**config.mk**
```make
export PLATFORM = sky130hd
export DESIGN_NAME = kuznechik_apb_if
export DESIGN_NICKNAME = d
export VERILOG_FILES = /design/src/rtl/kuznechik_apb_if.sv
export SDC_FILE = /design/constraint.sdc
export NUM_CORES = 1
export LEC_CHECK = 0
export ABC_AREA = 1
export CAP_MARGIN = 10
export CORE_MARGIN = 2
export CORE_UTILIZATION = 45
export CTS_BUF_LIST = sky130_fd_sc_hd__clkbuf_16
export DETAILED_ROUTE_END_ITERATION = 7
export PLACE_DENSITY_LB_ADDON = 0.15
export SYNTH_ARGS = -nofsm -noshare
export SYNTH_HDL_FRONTEND = slang
export SYNTH_SLANG_ARGS = --single-unit
```
**constraint.sdc**
```tcl
create_clock -name clk_i -period 1.66 [get_ports clk_i]
set_clock_uncertainty 0.2 [all_clocks]
set_input_delay 0.332 -clock clk_i [delete_from_list [all_inputs] [get_ports clk_i]]
set_output_delay 0.332 -clock clk_i [all_outputs]
set_load 0.05 [all_outputs]
```
**src/rtl/kuznechik_apb_if.sv**
```systemverilog
// -----------------------------------------------------------------------------
// kuznechik_apb_if
//
// APB slave front-end for a Kuznechik block-cipher core. It holds the 256-bit
// key, the 128-bit plaintext block and the 128-bit result. It also issues a
// one-cycle start pulse to the core and raises a level interrupt when a result
// is ready.
//
// Every APB transfer takes exactly three cycles:
//   setup  - psel=1, penable=0
//   access - psel=1, penable=1
//   wait   - pready=1
// Read data, the error flag and the decoded write are captured when the access
// phase ends. The write itself is committed on the edge that ends the wait
// state.
//
// Register map (word index = paddr[6:2]; paddr[1:0] and upper bits ignored):
//   0x00       CTRL   RW  bit0 START (write-1 pulse, reads 0), bit1 IRQ_EN
//   0x04       STATUS RO  bit0 BUSY, bit1 VALID
//   0x10-0x1C  DIN0-3 RW  plaintext, DIN0 = bits [31:0] of the block
//   0x20-0x3C  KEY0-7 RW  key, KEY0 = bits [31:0] of the key
//   0x40-0x4C  DOUT0-3 RO last captured result
//
// Ports:
//   clk_i, rst_i        clock, synchronous active-high reset
//   paddr .. penable    APB requester inputs
//   prdata, pready,     APB completer outputs (all registered)
//   pslverr
//   core_key_o          key register contents, KEY7..KEY0
//   core_data_o         plaintext register contents, DIN3..DIN0
//   core_start_o        one-cycle start pulse to the cipher core
//   core_done_i         one-cycle completion pulse from the core
//   core_result_i       result from the core, valid with core_done_i
//   irq_o               VALID & IRQ_EN, registered
// -----------------------------------------------------------------------------
module kuznechik_apb_if #(
   parameter int APB_ADDR_WIDTH = 12,
   parameter int APB_DATA_WIDTH = 32   // only 32 is supported
) (
   input  logic                      clk_i,
   input  logic                      rst_i,
   input  logic [APB_ADDR_WIDTH-1:0] paddr,
   input  logic [APB_DATA_WIDTH-1:0] pwdata,
   input  logic                      pwrite,
   input  logic                      psel,
   input  logic                      penable,
   output logic [APB_DATA_WIDTH-1:0] prdata,
   output logic                      pready,
   output logic                      pslverr,
   output logic [255:0]              core_key_o,
   output logic [127:0]              core_data_o,
   output logic                      core_start_o,
   input  logic                      core_done_i,
   input  logic [127:0]              core_result_i,
   output logic                      irq_o
);

   typedef enum logic [1:0] {IDLE, ACCESS, WAIT} apb_state_t;
   typedef enum logic       {CIDLE, CBUSY}       core_state_t;

   localparam logic [4:0] IDX_CTRL   = 5'd0;
   localparam logic [4:0] IDX_STATUS = 5'd1;

   // ---------------------------------------------------------------------------
   // State
   // ---------------------------------------------------------------------------
   apb_state_t       r_apb_state;
   core_state_t      r_core_state;

   logic [3:0][31:0] r_din;      // r_din[0]  = DIN0
   logic [7:0][31:0] r_key;      // r_key[0]  = KEY0
   logic [3:0][31:0] r_dout;     // r_dout[0] = DOUT0
   logic             r_irq_en;
   logic             r_valid;
   logic             r_start;
   logic             r_irq;

   logic             r_pready;
   logic             r_pslverr;
   logic [31:0]      r_prdata;

   // Write decoded and checked at the end of the access phase,
   // then committed when the wait state ends.
   logic [4:0]       r_wr_idx;
   logic [31:0]      r_wr_data;
   logic             r_wr_en;

   // ---------------------------------------------------------------------------
   // Address decode
   // ---------------------------------------------------------------------------
   logic [4:0]  w_idx;
   logic        w_busy;
   logic        w_mapped;
   logic        w_ro;
   logic        w_busy_lock;
   logic        w_err;
   logic [31:0] w_rdata;
   logic        w_start_req;
   logic        w_unused_addr;

   assign w_idx  = paddr[6:2];
   assign w_busy = (r_core_state == CBUSY);

   // Only paddr[6:2] selects a register; the remaining address bits alias.
   assign w_unused_addr = ^{paddr[APB_ADDR_WIDTH-1:7], paddr[1:0]};

   always_comb begin
      // NOTE: every always_comb output gets a default before any branch, so no
      // path can leave it unassigned and infer a latch.
      w_mapped    = 1'b0;
      w_ro        = 1'b0;
      w_busy_lock = 1'b0;
      w_rdata     = '0;
      if (w_idx == IDX_CTRL) begin
         w_mapped    = 1'b1;
         w_rdata     = {30'd0, r_irq_en, 1'b0};
         // Clearing IRQ_EN while busy is harmless; only a new START is refused.
         w_busy_lock = w_busy & pwdata[0];
      end else if (w_idx == IDX_STATUS) begin
         w_mapped = 1'b1;
         w_ro     = 1'b1;
         w_rdata  = {30'd0, r_valid, w_busy};
      end else if (w_idx[4:2] == 3'b001) begin        // 0x10-0x1C
         w_mapped    = 1'b1;
         w_rdata     = r_din[w_idx[1:0]];
         w_busy_lock = w_busy;
      end else if (w_idx[4:3] == 2'b01) begin         // 0x20-0x3C
         w_mapped    = 1'b1;
         w_rdata     = r_key[w_idx[2:0]];
         w_busy_lock = w_busy;
      end else if (w_idx[4:2] == 3'b100) begin        // 0x40-0x4C
         w_mapped = 1'b1;
         w_ro     = 1'b1;
         w_rdata  = r_dout[w_idx[1:0]];
      end
   end

   // Key and plaintext stay frozen while the core runs because such writes
   // are rejected here. BUSY can only fall between decode and commit, never
   // rise, so an access that is accepted here stays legal until it commits.
   assign w_err = ~w_mapped | (pwrite & (w_ro | w_busy_lock));

   // ---------------------------------------------------------------------------
   // APB handshake FSM and register writes
   // ---------------------------------------------------------------------------
   always_ff @(posedge clk_i) begin
      // NOTE: sequential state uses non-blocking assignments only, so every
      // register here samples the values from before the edge.
      if (rst_i) begin
         r_apb_state <= IDLE;
         r_pready    <= 1'b0;
         r_pslverr   <= 1'b0;
         r_prdata    <= '0;
         r_wr_idx    <= '0;
         r_wr_data   <= '0;
         r_wr_en     <= 1'b0;
         r_irq_en    <= 1'b0;
         // NOTE: the register files are reset as well. They drive the core
         // directly, so they must start from a known zero, not from X.
         r_din       <= '0;
         r_key       <= '0;
      end else begin
         case (r_apb_state)
            IDLE: begin
               if (psel && !penable) begin
                  r_apb_state <= ACCESS;
               end
            end
            ACCESS: begin
               if (psel && penable) begin
                  r_apb_state <= WAIT;
                  r_pready    <= 1'b1;
                  r_pslverr   <= w_err;
                  // Reads that fail and all writes return zero.
                  r_prdata    <= (!pwrite && !w_err) ? w_rdata : 32'd0;
                  r_wr_idx    <= w_idx;
                  r_wr_data   <= pwdata;
                  r_wr_en     <= pwrite && !w_err;
               end else if (!psel) begin
                  // The requester abandoned the transfer: nothing happens.
                  r_apb_state <= IDLE;
               end
            end
            WAIT: begin
               r_apb_state <= IDLE;
               r_pready    <= 1'b0;
               r_pslverr   <= 1'b0;
               r_prdata    <= '0;
               r_wr_en     <= 1'b0;
               if (r_wr_en) begin
                  if (r_wr_idx == IDX_CTRL) begin
                     r_irq_en <= r_wr_data[1];
                  end else if (r_wr_idx[4:2] == 3'b001) begin
                     r_din[r_wr_idx[1:0]] <= r_wr_data;
                  end else if (r_wr_idx[4:3] == 2'b01) begin
                     r_key[r_wr_idx[2:0]] <= r_wr_data;
                  end
               end
            end
            default: begin
               r_apb_state <= IDLE;
            end
         endcase
      end
   end

   // An accepted START=1 write commits on the same edge as the other writes.
   assign w_start_req = (r_apb_state == WAIT) && r_wr_en &&
                        (r_wr_idx == IDX_CTRL) && r_wr_data[0];

   // ---------------------------------------------------------------------------
   // Core sequencing FSM
   // ---------------------------------------------------------------------------
   always_ff @(posedge clk_i) begin
      if (rst_i) begin
         // Reset in CBUSY abandons the operation with no pulse; a done pulse
         // that arrives later is ignored in CIDLE.
         r_core_state <= CIDLE;
         r_start      <= 1'b0;
         r_valid      <= 1'b0;
         r_dout       <= '0;
         r_irq        <= 1'b0;
      end else begin
         r_start <= 1'b0;
         r_irq   <= r_valid & r_irq_en;
         case (r_core_state)
            CIDLE: begin
               // A stray core_done_i here is ignored, and DOUT is left unchanged.
               if (w_start_req) begin
                  r_start      <= 1'b1;
                  r_valid      <= 1'b0;
                  r_core_state <= CBUSY;
               end
            end
            CBUSY: begin
               if (core_done_i) begin
                  r_dout       <= core_result_i;
                  r_valid      <= 1'b1;
                  r_core_state <= CIDLE;
               end
            end
            default: begin
               r_core_state <= CIDLE;
            end
         endcase
      end
   end

   // ---------------------------------------------------------------------------
   // Outputs
   // ---------------------------------------------------------------------------
   assign prdata       = r_prdata;
   assign pready       = r_pready;
   assign pslverr      = r_pslverr;
   assign core_key_o   = r_key;
   assign core_data_o  = r_din;
   assign core_start_o = r_start;
   assign irq_o        = r_irq;

endmodule

```
==> impl_metrics.ini <==
[floorplanning]
start_util_pct = 45.6
dieArea_mm2 = 0.0566
die_x_um = 238
die_height_um = 238
rows = 85
core_mm2 = 0.0540
ios = 598

[clock_network]
cts_made_buffers = 59
root_buffer = clkbuf_16
cts_tree = built
clk_latency_ns = 0.64
h-tree-depth = 2
clock_sinks = 591
cts_buffer_depth = 3
cts.reportedPaths.clkPinSlew_ns = 0.06

[routing]
vias_per_cell = 5.76
vias = 28500
firstDrtPassIters = 8
drt_wl_total_um = 116000
drtIter0Drc = 3489
detail-route-antenna-nets = 0
drt-wirelength-per-cell_um = 23.5
drc = 0

[power]
p_seq_share_pct = 47.5
ir_drop_uv = 799
switching_power_mw = 7.34
intPower_mw = 22.6
p_sw_share_pct = 24.5
p_leak_nw = 16.7
power_frac_clock_pct = 44.0
p_per_area_mw_per_mm2 = 738
combPwrFrac_pct = 8.6

[logic_synthesis]
ys_warn_count = 0
synthAdderAreaFrac_pct = 0
yosysSeqAreaShare_pct = 48.0
ys_types = 29
synth_xor_area_share_pct = 0
synth_top_family_by_area = simple AND/OR/NAND/NOR gates
synthMuxAreaShare_pct = 0
synth_seq_cells = 591
syn-cell-area_mm2 = 0.0246
syn_nets = 3669
syn_area_per_cell_um2 = 7.06
synth_compound_area_share_pct = 21.9
netlist_instances = 3491
synthSimpleGateAreaFrac_pct = 22.7

[sta]
finalWorstSetupSlack_ns = -0.343
timing.slew.headroom_pct = 40.1
hold_viol_final = 0
setup_viol_count_final = 868
slew_viol_final = 0
worst_pin_slew_ns = 0.897
period_share_pct = 121
timing.setup.tns_ns = -125.56
rsz0062_at_grt = true
post-route-min-period_ns = 2.00
timing.fmax_mhz = 499

[layout]
final_common_cell = nor2_1
syn2layout_area_growth_pct = 65.0
regArea_mm2 = 0.0118
multi_input_area_mm2 = 0.0114
layout_common_cells = 811 x nor2_1, 589 x dfxtp_1, 535 x o21ai_0, 498 x buf_12, 370 x nand2_1
drive_gt1_share_pct = 23.1
fin_nets = 4382
design_area_mm2 = 0.0407
fill_cells = 3878

[setup_path]
crit_arrival_ns = 2.36
worstPathRequired_ns = 2.01
crit_slowest_cell = dfxtp_2
worst_setup_path_end_kind = flop
start_kind = flop
crit_type = flop to flop
cp_cell_sequence = inv_2, nor2_4, nand2_2, nor3_4, buf_6, nand4_1, buf_6, buf_8, clkinv_8, buf_12, nor2_1, nor2_1
worst-path-max-fanout = 9
cpPeakStageDelay_ns = 0.32

[global_routing]
grt_pass1_wl_um = 168000
grt_util_all_layers_pct = 39.2
grt_pass1_vias = 26395
grt_max_degree = 53
grt.overflow.total = 0
antenna_found_initial = 6

[outcome]
violations = setup timing
status = finished, violations left

[placement]
io_buffers = 590
placed_area_mm2 = 0.0380
dp_hpwl_um = 85000
gp_congestion = 1.06

[flow_run]
cap_violations = 0

[worst_hold_path]
min-delay-path-class = primary input to flop
[synth_stat cells (all sizes together)]
master | n | area share, %
a21oi | 313 | 6.4
a22oi | 7 | 0.21
a31oi | 6 | 0.15
buf | 67 | 1.3
clkbuf | 232 | 3.5
clkinv | 3 | 0.046
dfxtp | 591 | 48
inv | 159 | 2.4
nand2 | 373 | 5.7
nand3 | 140 | 2.9
nand3b | 14 | 0.43
nand4 | 14 | 0.38
nor2 | 851 | 13
nor3 | 8 | 0.27
o211a | 1 | 0.041
o211ai | 67 | 2.0
o21ai | 644 | 13
o31ai | 1 | 0.030
[sequential cells by signal, indices dropped and copies added, names as in the netlist]
signal / cells
r_apb_state: 2
core_start_o: 1
core_key_o: 256
r_valid: 1
core_data_o: 128
r_wr_idx: 5
pslverr: 1
r_wr_data: 32
pready: 1
r_core_state: 1
r_dout: 128
prdata: 32
irq_o: 1
r_wr_en: 1
r_irq_en: 1
[cells by family (layout without fill, tap and decap cells)]
logic type             Yosys count  in the layout
AO/OA/AOI/OAI                 1039           1039
buffers and inverters          461           1217
flip-flops                     591            591
other                            0              4
AND/OR/NAND/NOR               1400           1400
[layer usage]
layer	vias up	share of wire, %	GRT usage, %	routed length (um)
met5	-	0.011	0	13
met4	2	6.1	19.7	7070
met3	344	12	10.8	13800
met2	1821	44	60.4	51700
met1	13415	38	50.3	43800
li1	12918	-	-	-
[stage by stage]
| stage | utilization [%] | worst slack, ns | power (mW) | hold WS, ns | instances |
|---|---|---|---|---|---|
| global route | 75.3 | -0.415 | 30.7 | 0.0762 | 4947 |
| CTS | 74.3 | -0.316 | 29.8 | 0.0585 | 4930 |
| global placement | 70.4 | -0.547 | 17.0 | 0.240 | 4818 |
| floorplan | - | -0.0851 | 15.6 | 0.203 | 3491 |
| finish | 75.3 | -0.343 | 30.0 | 0.0808 | 4947 |
| detailed placement | 70.4 | -0.592 | 17.0 | 0.245 | 4818 |
[critical path, delay by kind of cell (launching register included)]
kind	cells	cell delay, ns
buffers and inverters	6	0.70
AND/OR/NAND/NOR	6	0.69
flip-flops	1	0.32
[final cells by class]
type	count	area share, %
Antenna cell	4	0.0246
Clock buffer	61	3.75
Clock inverter	43	0.772
Inverter	162	1.59
Multi-Input combinational cell	2439	28.1
Sequential cell	591	29.1
Tap cell	696	2.14
Timing Repair Buffer	951	34.5
[path summary, 6_finish.rpt]
kind                   from         endpoint  slack (ns)  depth (start not counted)
min                 penable   r_apb_state[0]        0.08                          2
min reg2reg     r_dout[115]      r_dout[115]        0.25                          2
max reg2reg  r_apb_state[1]  core_key_o[154]       -0.34                         12
max          r_apb_state[1]  core_key_o[154]       -0.34                         12
[power by group through the flow]
stage | logic [mW] | clock network (mW) | registers (mW)
global placement | 2.42 | 0 | 14.5
finish | 2.56 | 13.2 | 14.2
detailed placement | 2.43 | 0 | 14.5
global route | 2.70 | 13.8 | 14.2
CTS | 2.46 | 13.2 | 14.2
floorplan | 1.02 | 0 | 14.5
[timing repair]
item	in CTS	in global routing
gates resized for setup	65	160
hold buffers	0	0
pin swaps	3	24
cloned	3	7
setup buffers	5	6
setup endpoints to repair	847	865
Note: power is estimated with default switching activity, not from simulation.
